<file path="src/rtl/scudsp_dma_seq.sv">
// SCU DSP DMA transfer sequencer: moves 32-bit words between the D0 bus and the DSP
// data/program RAMs, owning the RA0/WA0 D0 address registers. busy is the DSP T0 flag.
module scudsp_dma_seq #(
  parameter int unsigned AW = 27,
  parameter int unsigned CW = 8
) (
  input  logic          clk,
  input  logic          rst,
  input  logic          ce,
  input  logic          st,
  input  logic          dir,
  input  logic [3:0]    ramw,
  input  logic          prgw,
  input  logic [1:0]    rams,
  input  logic [2:0]    addi,
  input  logic          hold,
  input  logic [CW-1:0] cnt,
  input  logic [31:0]   d1_data,
  input  logic          ra0_we,
  input  logic          wa0_we,
  output logic          d0_req,
  output logic          d0_we,
  output logic [AW-1:0] d0_addr,
  output logic [31:0]   d0_dout,
  input  logic [31:0]   d0_din,
  input  logic          d0_ack,
  output logic          ram_rd,
  input  logic [31:0]   ram_rdata,
  output logic [3:0]    ram_we,
  output logic          prg_we,
  output logic [31:0]   ram_wdata,
  output logic [3:0]    ct_inc,
  output logic          busy,
  output logic          done
);

  localparam int unsigned NW = CW + 1;

  typedef enum logic [2:0] {
    IDLE    = 3'd0,
    D0RD    = 3'd1,
    RAMWR   = 3'd2,
    RAMRD   = 3'd3,
    RAMWAIT = 3'd4,
    D0WR    = 3'd5,
    FIN     = 3'd6
  } state_t;

  state_t        state, nxt_state;
  logic [AW-1:0] a, nxt_a;
  logic [NW-1:0] count, nxt_count;
  logic [AW-1:0] ra0, nxt_ra0;
  logic [AW-1:0] wa0, nxt_wa0;
  logic          dir_l, nxt_dir_l;
  logic [3:0]    ramw_l, nxt_ramw_l;
  logic          prgw_l, nxt_prgw_l;
  logic [1:0]    rams_l, nxt_rams_l;
  logic          hold_l, nxt_hold_l;
  logic [AW-1:0] inc_l, nxt_inc_l;
  logic [AW-1:0] inc_dec;
  logic          nxt_d0_req, nxt_d0_we, nxt_ram_rd, nxt_prg_we, nxt_busy, nxt_done;
  logic [31:0]   nxt_d0_dout, nxt_ram_wdata;
  logic [3:0]    nxt_ram_we, nxt_ct_inc;
  logic          ack_ok;
  logic          unused_d1;

  assign unused_d1 = ^{d1_data[31:AW+2], d1_data[1:0]};
  assign d0_addr   = a;
  assign ack_ok    = d0_ack & d0_req;
  // increment code 0 holds the address, codes 1..7 step by 2**(code-1) words
  assign inc_dec   = (addi == 3'd0) ? '0 : (AW'(1) << (addi - 3'd1));

  // next-state, datapath and registered-output decode
  always_comb begin
    nxt_state     = state;
    nxt_a         = a;
    nxt_count     = count;
    nxt_ra0       = ra0;
    nxt_wa0       = wa0;
    nxt_dir_l     = dir_l;
    nxt_ramw_l    = ramw_l;
    nxt_prgw_l    = prgw_l;
    nxt_rams_l    = rams_l;
    nxt_hold_l    = hold_l;
    nxt_inc_l     = inc_l;
    nxt_d0_dout   = d0_dout;
    nxt_ram_wdata = ram_wdata;

    case (state)
      IDLE: begin
        if (st) begin
          nxt_dir_l  = dir;
          nxt_ramw_l = ramw;
          nxt_prgw_l = prgw;
          nxt_rams_l = rams;
          nxt_hold_l = hold;
          nxt_inc_l  = inc_dec;
          nxt_a      = dir ? wa0 : ra0;
          nxt_count  = (cnt == '0) ? (NW'(1) << CW) : NW'(cnt);
          nxt_state  = dir ? RAMRD : D0RD;
        end
      end
      D0RD: begin
        if (ack_ok) begin
          nxt_ram_wdata = d0_din;
          nxt_state     = RAMWR;
        end
      end
      RAMWR: begin
        nxt_a     = a + inc_l;
        nxt_count = count - NW'(1);
        nxt_state = (count == NW'(1)) ? FIN : D0RD;
      end
      RAMRD: nxt_state = RAMWAIT;
      RAMWAIT: begin
        nxt_d0_dout = ram_rdata;
        nxt_state   = D0WR;
      end
      D0WR: begin
        if (ack_ok) begin
          nxt_a     = a + inc_l;
          nxt_count = count - NW'(1);
          nxt_state = (count == NW'(1)) ? FIN : RAMRD;
        end
      end
      FIN: begin
        if (!hold_l) begin
          if (dir_l) nxt_wa0 = a;
          else       nxt_ra0 = a;
        end
        nxt_state = IDLE;
      end
      default: nxt_state = IDLE;
    endcase

    // D1 loads take priority over the end-of-transfer writeback
    if (ra0_we) nxt_ra0 = d1_data[AW+1:2];
    if (wa0_we) nxt_wa0 = d1_data[AW+1:2];

    nxt_d0_req = (nxt_state == D0RD) || (nxt_state == D0WR);
    nxt_d0_we  = (nxt_state == D0WR);
    nxt_ram_rd = (nxt_state == RAMRD);
    nxt_ram_we = (nxt_state == RAMWR) ? nxt_ramw_l : 4'd0;
    nxt_prg_we = (nxt_state == RAMWR) && nxt_prgw_l;
    nxt_ct_inc = (nxt_state == RAMWR) ? nxt_ramw_l :
                 (nxt_state == RAMRD) ? (4'(1) << nxt_rams_l) : 4'd0;
    nxt_busy   = (nxt_state != IDLE);
    nxt_done   = (nxt_state == FIN);
  end

  // state and output registers; strobes drop while the clock enable is low
  always_ff @(posedge clk or posedge rst) begin
    if (rst) begin
      state     <= IDLE;
      a         <= '0;
      count     <= '0;
      ra0       <= '0;
      wa0       <= '0;
      dir_l     <= 1'b0;
      ramw_l    <= '0;
      prgw_l    <= 1'b0;
      rams_l    <= '0;
      hold_l    <= 1'b0;
      inc_l     <= '0;
      d0_req    <= 1'b0;
      d0_we     <= 1'b0;
      d0_dout   <= '0;
      ram_rd    <= 1'b0;
      ram_we    <= '0;
      prg_we    <= 1'b0;
      ram_wdata <= '0;
      ct_inc    <= '0;
      busy      <= 1'b0;
      done      <= 1'b0;
    end else if (ce) begin
      state     <= nxt_state;
      a         <= nxt_a;
      count     <= nxt_count;
      ra0       <= nxt_ra0;
      wa0       <= nxt_wa0;
      dir_l     <= nxt_dir_l;
      ramw_l    <= nxt_ramw_l;
      prgw_l    <= nxt_prgw_l;
      rams_l    <= nxt_rams_l;
      hold_l    <= nxt_hold_l;
      inc_l     <= nxt_inc_l;
      d0_req    <= nxt_d0_req;
      d0_we     <= nxt_d0_we;
      d0_dout   <= nxt_d0_dout;
      ram_rd    <= nxt_ram_rd;
      ram_we    <= nxt_ram_we;
      prg_we    <= nxt_prg_we;
      ram_wdata <= nxt_ram_wdata;
      ct_inc    <= nxt_ct_inc;
      busy      <= nxt_busy;
      done      <= nxt_done;
    end else begin
      ram_rd <= 1'b0;
      ram_we <= '0;
      prg_we <= 1'b0;
      ct_inc <= '0;
      done   <= 1'b0;
    end
  end

endmodule

</file>
<file path="config.mk">
export PLATFORM = sky130hd
export DESIGN_NAME = scudsp_dma_seq
export DESIGN_NICKNAME = d
export VERILOG_FILES = /design/src/rtl/scudsp_dma_seq.sv
export SDC_FILE = /design/constraint.sdc
export NUM_CORES = 1
export LEC_CHECK = 0
export ABC_AREA = 1
export BUFFER_PORTS_ARGS = -buffer_cell sky130_fd_sc_hd__buf_2
export CAP_MARGIN = 0
export CORE_MARGIN = 2
export CORE_UTILIZATION = 35
export DETAILED_ROUTE_END_ITERATION = 8
export GPL_TIMING_DRIVEN = 0
export PLACE_DENSITY_LB_ADDON = 0.08
export SLEW_MARGIN = 20
export SYNTH_ARGS = -nofsm -noshare
export SYNTH_HDL_FRONTEND = slang
export SYNTH_SLANG_ARGS = --single-unit
export TNS_END_PERCENT = 20
</file>
<file path="constraint.sdc">
create_clock -name clk -period 6.85 [get_ports clk]
set_input_delay 1.7125 -clock clk [delete_from_list [all_inputs] [get_ports clk]]
set_output_delay 1.7125 -clock clk [all_outputs]
set_load 0.005 [all_outputs]
</file>
## Word-level counts from Yosys, hierarchy flattened

Index checks and enable logic that the tools add are counted.

- Register bits after elaboration: 207
- Output and inout port bits: 105

- Add/sub/neg operators: 3
- Eq/ne operators: 17
- Shift-type cells: 2
- Multiplexer cells: 38
- Bitwise gates (word level): 1
- Reduce and logical (&&, ||, !) cells: 16

Operator list:

| operator | number |
|---|---|
| $mux 27 | 12 |
| $pmux 27 s3 | 1 |
| $mux 4 | 7 |
| $add 27x27->27 | 1 |
| $mux 9 | 3 |
| $pmux 9 s3 | 1 |
| $shl 1x3->27 const A | 1 |
| $pmux 3 s6 | 1 |
| $eq 3x3->1 const B | 5 |
| $mux 3 | 5 |
| $eq 3x2->1 const B | 4 |
| $reduce_and 4->1 | 3 |
| $ne 2x2->1 const B | 5 |
| $eq 9x1->1 const B | 1 |
| $sub 9x1->9 const B | 1 |
| $logic_not 8->1 | 1 |
| $eq 3x1->1 const B | 2 |
| $logic_not 3->1 | 2 |
| $mux 2 | 3 |
| $reduce_and 3->1 | 2 |
| $reduce_bool 2->1 | 3 |
| $reduce_bool 3->1 | 2 |
| $mux 1 | 5 |
| $shl 1x2->4 const A | 1 |
| 5 further kinds | 5 |

## Logic depth before layout (Yosys ltp)

- Depth after elaboration: 8
- Depth in mapped cells: 14
- Depth with buffers taken out: 14

## Least setup slack after synthesis

OpenSTA, ideal clock, no wires.

- Kind: in2reg
- From: input port dir
- To: register a[16] (netlist: d0_addr[16])
- Data arrival time: 2650 ps
- Data required time: 6730 ps
- Path slack: 4081 ps
- Stages: 7
- Buffers on the path: 2
- Path through: clkbuf_1 > clkbuf_1 > o21ai_0 > o21ai_0 > nand2_1 > o21ai_0 > inv_1

- Longest elaborated chain between the ends: 3

RTL lines:

| item | line | source |
|---|---|---|
| start: declaration | 11 | `input logic dir,` |
| $mux 27 | 98 | `nxt_a = dir ? wa0 : ra0;` |
| $mux 27 | 91 | `if (st) begin` |
| $pmux 27 s3 | 89 | `case (state)` |
| end signal: assignment | 177 | `a <= nxt_a;` |
| end: declaration | 50 | `logic [AW-1:0] a, nxt_a;` |

Every way passes these cells. The select of a mux whose other input is x is not followed.
A chain may end at the register's enable or synchronous reset.

## Worst setup path after layout

- From: input port dir
- To: register a[1] (netlist: d0_addr[1])

The elaborated chain is that of the path after synthesis.

==> flow_metrics.tcl <==
set metrics [dict create \
    finalWirelength_um 32290 \
    gr-usage-all-layers_pct 22.22 \
    cp_slowest_cell "clkbuf_1" \
    synth_edf_count 0 \
    cts_resized 0 \
    drt_iter0_drc 685 \
    skew_ps 11.59 \
    detail_route.first_pass.iterations 4 \
    portBuffers 220 \
    die-area_um2 29360 \
    top_usage_layer "met2" \
    critical_path_class "input pin to flip-flop" \
    crit_path_max_fanout 10 \
    cts_buffers 17 \
    synthCells 1149 \
    syn_area_per_cell_um2 8.532 \
    synthSimpleGateAreaFrac_pct 18.97 \
    fill_cells 2833 \
    crit_required_ps 7150 \
    synth_cell_types 39 \
    drc 0 \
    endpoint_kind "flip-flop" \
    irDropWorstVdd_mv 0.1675 \
    ys_ff_latch 188 \
    layout_common_cells "nand2_1, buf_2, dfrtp_1" \
    final_common_cell "nand2_1" \
    finalNetCount 1526 \
    grt_max_degree 73 \
    die_w_um 171.4 \
    die_h_um 171.4 \
    drv_cap 0 \
    fmax_ghz 0.3173 \
    rsz0062_at_grt "false" \
    cts_tree "built" \
    ys_seq_area_share_pct 47.99 \
    place_area_um2 11440 \
    cp_data_arrival_time_ps 3460 \
    cts_setup_buffers 0 \
    drive_gt1_share_pct 25.87 \
    period_needed_ps 3152 \
    ios 228 \
    hold_viol_final 0 \
    period_share_pct 46.01 \
    globalplace.congestion 0.9047 \
    relSlewSlack_pct 54.81 \
    grt_use_met2_pct 36.62 \
    synthesis.area_um2 9803 \
    post-route-util_pct 43.46 \
    via_per_inst 4.940 \
    cp_slowest_stage_delay_ps 520 \
    leakage_nw 6.122 \
    design_area_um2 12040 \
    critPathBufInv 2 \
    via_count 8798 \
    power_mw 4.925 \
    synth_nets 1285 \
    cp_cell_sequence "clkbuf_1, clkbuf_1, o21ai_0, o211ai_1, o21ai_0" \
    clkTransAtPathRegs_ps 80 \
    routedWlPerCell_um 18.13 \
    grt_pass1_vias 8517 \
    status "finished clean" \
    coreArea_um2 27710 \
    synth_compound_area_share_pct 14.45 \
    holdBufCountCts 0 \
    worst_slack_ps 3698 \
    dp_hpwl_um 24050 \
    min_path_type "flip-flop to flip-flop" \
    yosys.area_share.xor_xnor_pct 0.5361 \
    num_antenna_cells 0 \
    met1_usage_pct 30.83 \
    clkSinkCount 188 \
    startpoint_type "input pin" \
    slew_violations 0 \
    h-tree-depth 4 \
    worstMarginPinSlew_ps 677.8 \
    syn_to_final_growth_pct 22.82 \
    cp_top_family "buffers and inverters" \
    ant_nets 0 \
    timing.hold.ws_ps 489.5 \
    synth-main-ff-cell "dfrtp_1" \
    yosysWarnings 0 \
    grt_pass1_wl_um 49450 \
    post-place-ws_ps 3248 \
    muxShareOfSynthArea_pct 8.500 \
    cts_root_buffer "clkbuf_16" \
    power.density_nw_per_um2 409.0 \
    initial_core_util_pct 35.38 \
    clock_latency_ps 440 \
    synthAdderAreaFrac_pct 1.736 \
    overflow 0 \
    antenna_found_initial 0 \
    rows 61 \
    async_flop_share_pct 100.0 \
    synth_top_family_by_area "simple AND/OR/NAND/NOR gates" \
    setup_viol 0 \
    grt_util_met3_pct 3.313 \
    cts_buffer_depth 2 \
]
-- kinds of logic after synthesis --
kind of cell / count (synthesis)
compound gates: 236
xor+xnor: 6
fa+ha+maj: 13
buf+inv: 185
flops: 188
mux: 64
simple gates: 457
-- report_power, final --
part | switching (mW) | total [mW] | internal, mW
Sequential | 0.320 | 1.86 | 1.54
Combinational | 1.18 | 2.02 | 0.843
Clock | 0.517 | 1.04 | 0.526
Total | 2.02 | 4.92 | 2.91
-- worst reg2reg max path: cells and delay by family (launching register included) --
family                   cells  cell delay, ps
buffers and inverters        4             450
AO/OA/AOI/OAI                2             190
AND/OR/NAND/NOR              6             620
adder cells (fa/ha/maj)      2             670
flip-flops                   1             460
-- final timing paths --
kind,start,end,slack [ps],cells past startpoint
min,ra0[18]$_DFFE_PP0P_,ra0[18]$_DFFE_PP0P_,490,1
max,dir,d0_addr[1]$_DFFE_PP0P_,3700,5
max reg2reg,d0_addr[0]$_DFFE_PP0P_,d0_addr[16]$_DFFE_PP0P_,4340,14
min in group asynchronous,rst,ram_wdata[20]$_DFFE_PP0P_,1270,2
min reg2reg,ra0[18]$_DFFE_PP0P_,ra0[18]$_DFFE_PP0P_,490,1
max in group asynchronous,rst,d0_req$_DFFE_PP0P_,4860,3
-- per-layer routing --
| layer | vias to the layer above | routed length, um |
|---|---|---|
| li1 | 4272 | - |
| met1 | 4275 | 14900 |
| met2 | 227 | 15570 |
| met3 | 24 | 1455 |
| met4 | 0 | 364 |
| met5 | - | 0 |
-- area by class of cell --
type	count	area (um^2)	share of cell area (%)
Sequential cell	188	4705	39.07
Multi-Input combinational cell	776	4332	35.98
Timing Repair Buffer	222	1156	9.602
Inverter	131	499.2	4.146
Tap cell	378	473.0	3.928
Clock buffer	18	429.2	3.564
Buffer	54	275.3	2.286
Clock inverter	14	171.4	1.424
-- registers in the layout, indices dropped and copies added, names as in the netlist, 2 cells and up --
name,cells
ct_inc,4
ra0,27
d0_dout,32
ram_wdata,32
wa0,27
d0_addr,27
rams_l,2
ram_we,4
state,3
inc_l,8
count,9
ramw_l,4
-- synthesized netlist by cell type (6+ instances only) --
master    count  share of area, %
nand2_1     311                12
dfrtp_1     188                48
inv_1       125               4.8
o21ai_0     104               5.3
nor2_1       70               2.7
nand3_1      47               2.4
o211ai_1     42               3.2
a21oi_1      36               1.8
mux2_2       34               3.9
mux2_4       30               4.6
o21a_1       23               1.8
clkbuf_1     22              0.84
buf_2        20               1.0
ha_1         12               1.5
a31oi_1      11              0.70
nand4_1       9              0.57
nor3_1        8              0.41
inv_2         6              0.23
-- metrics by stage --
stage / setup TNS, ps / instances
after CTS: 0 / 1781
after global placement: -510820 / 1747
final: 0 / 1781
after detailed placement: 0 / 1749
after global routing: 0 / 1781
after floorplan: 0 / 1149
Power figures use the tool's default switching activity.
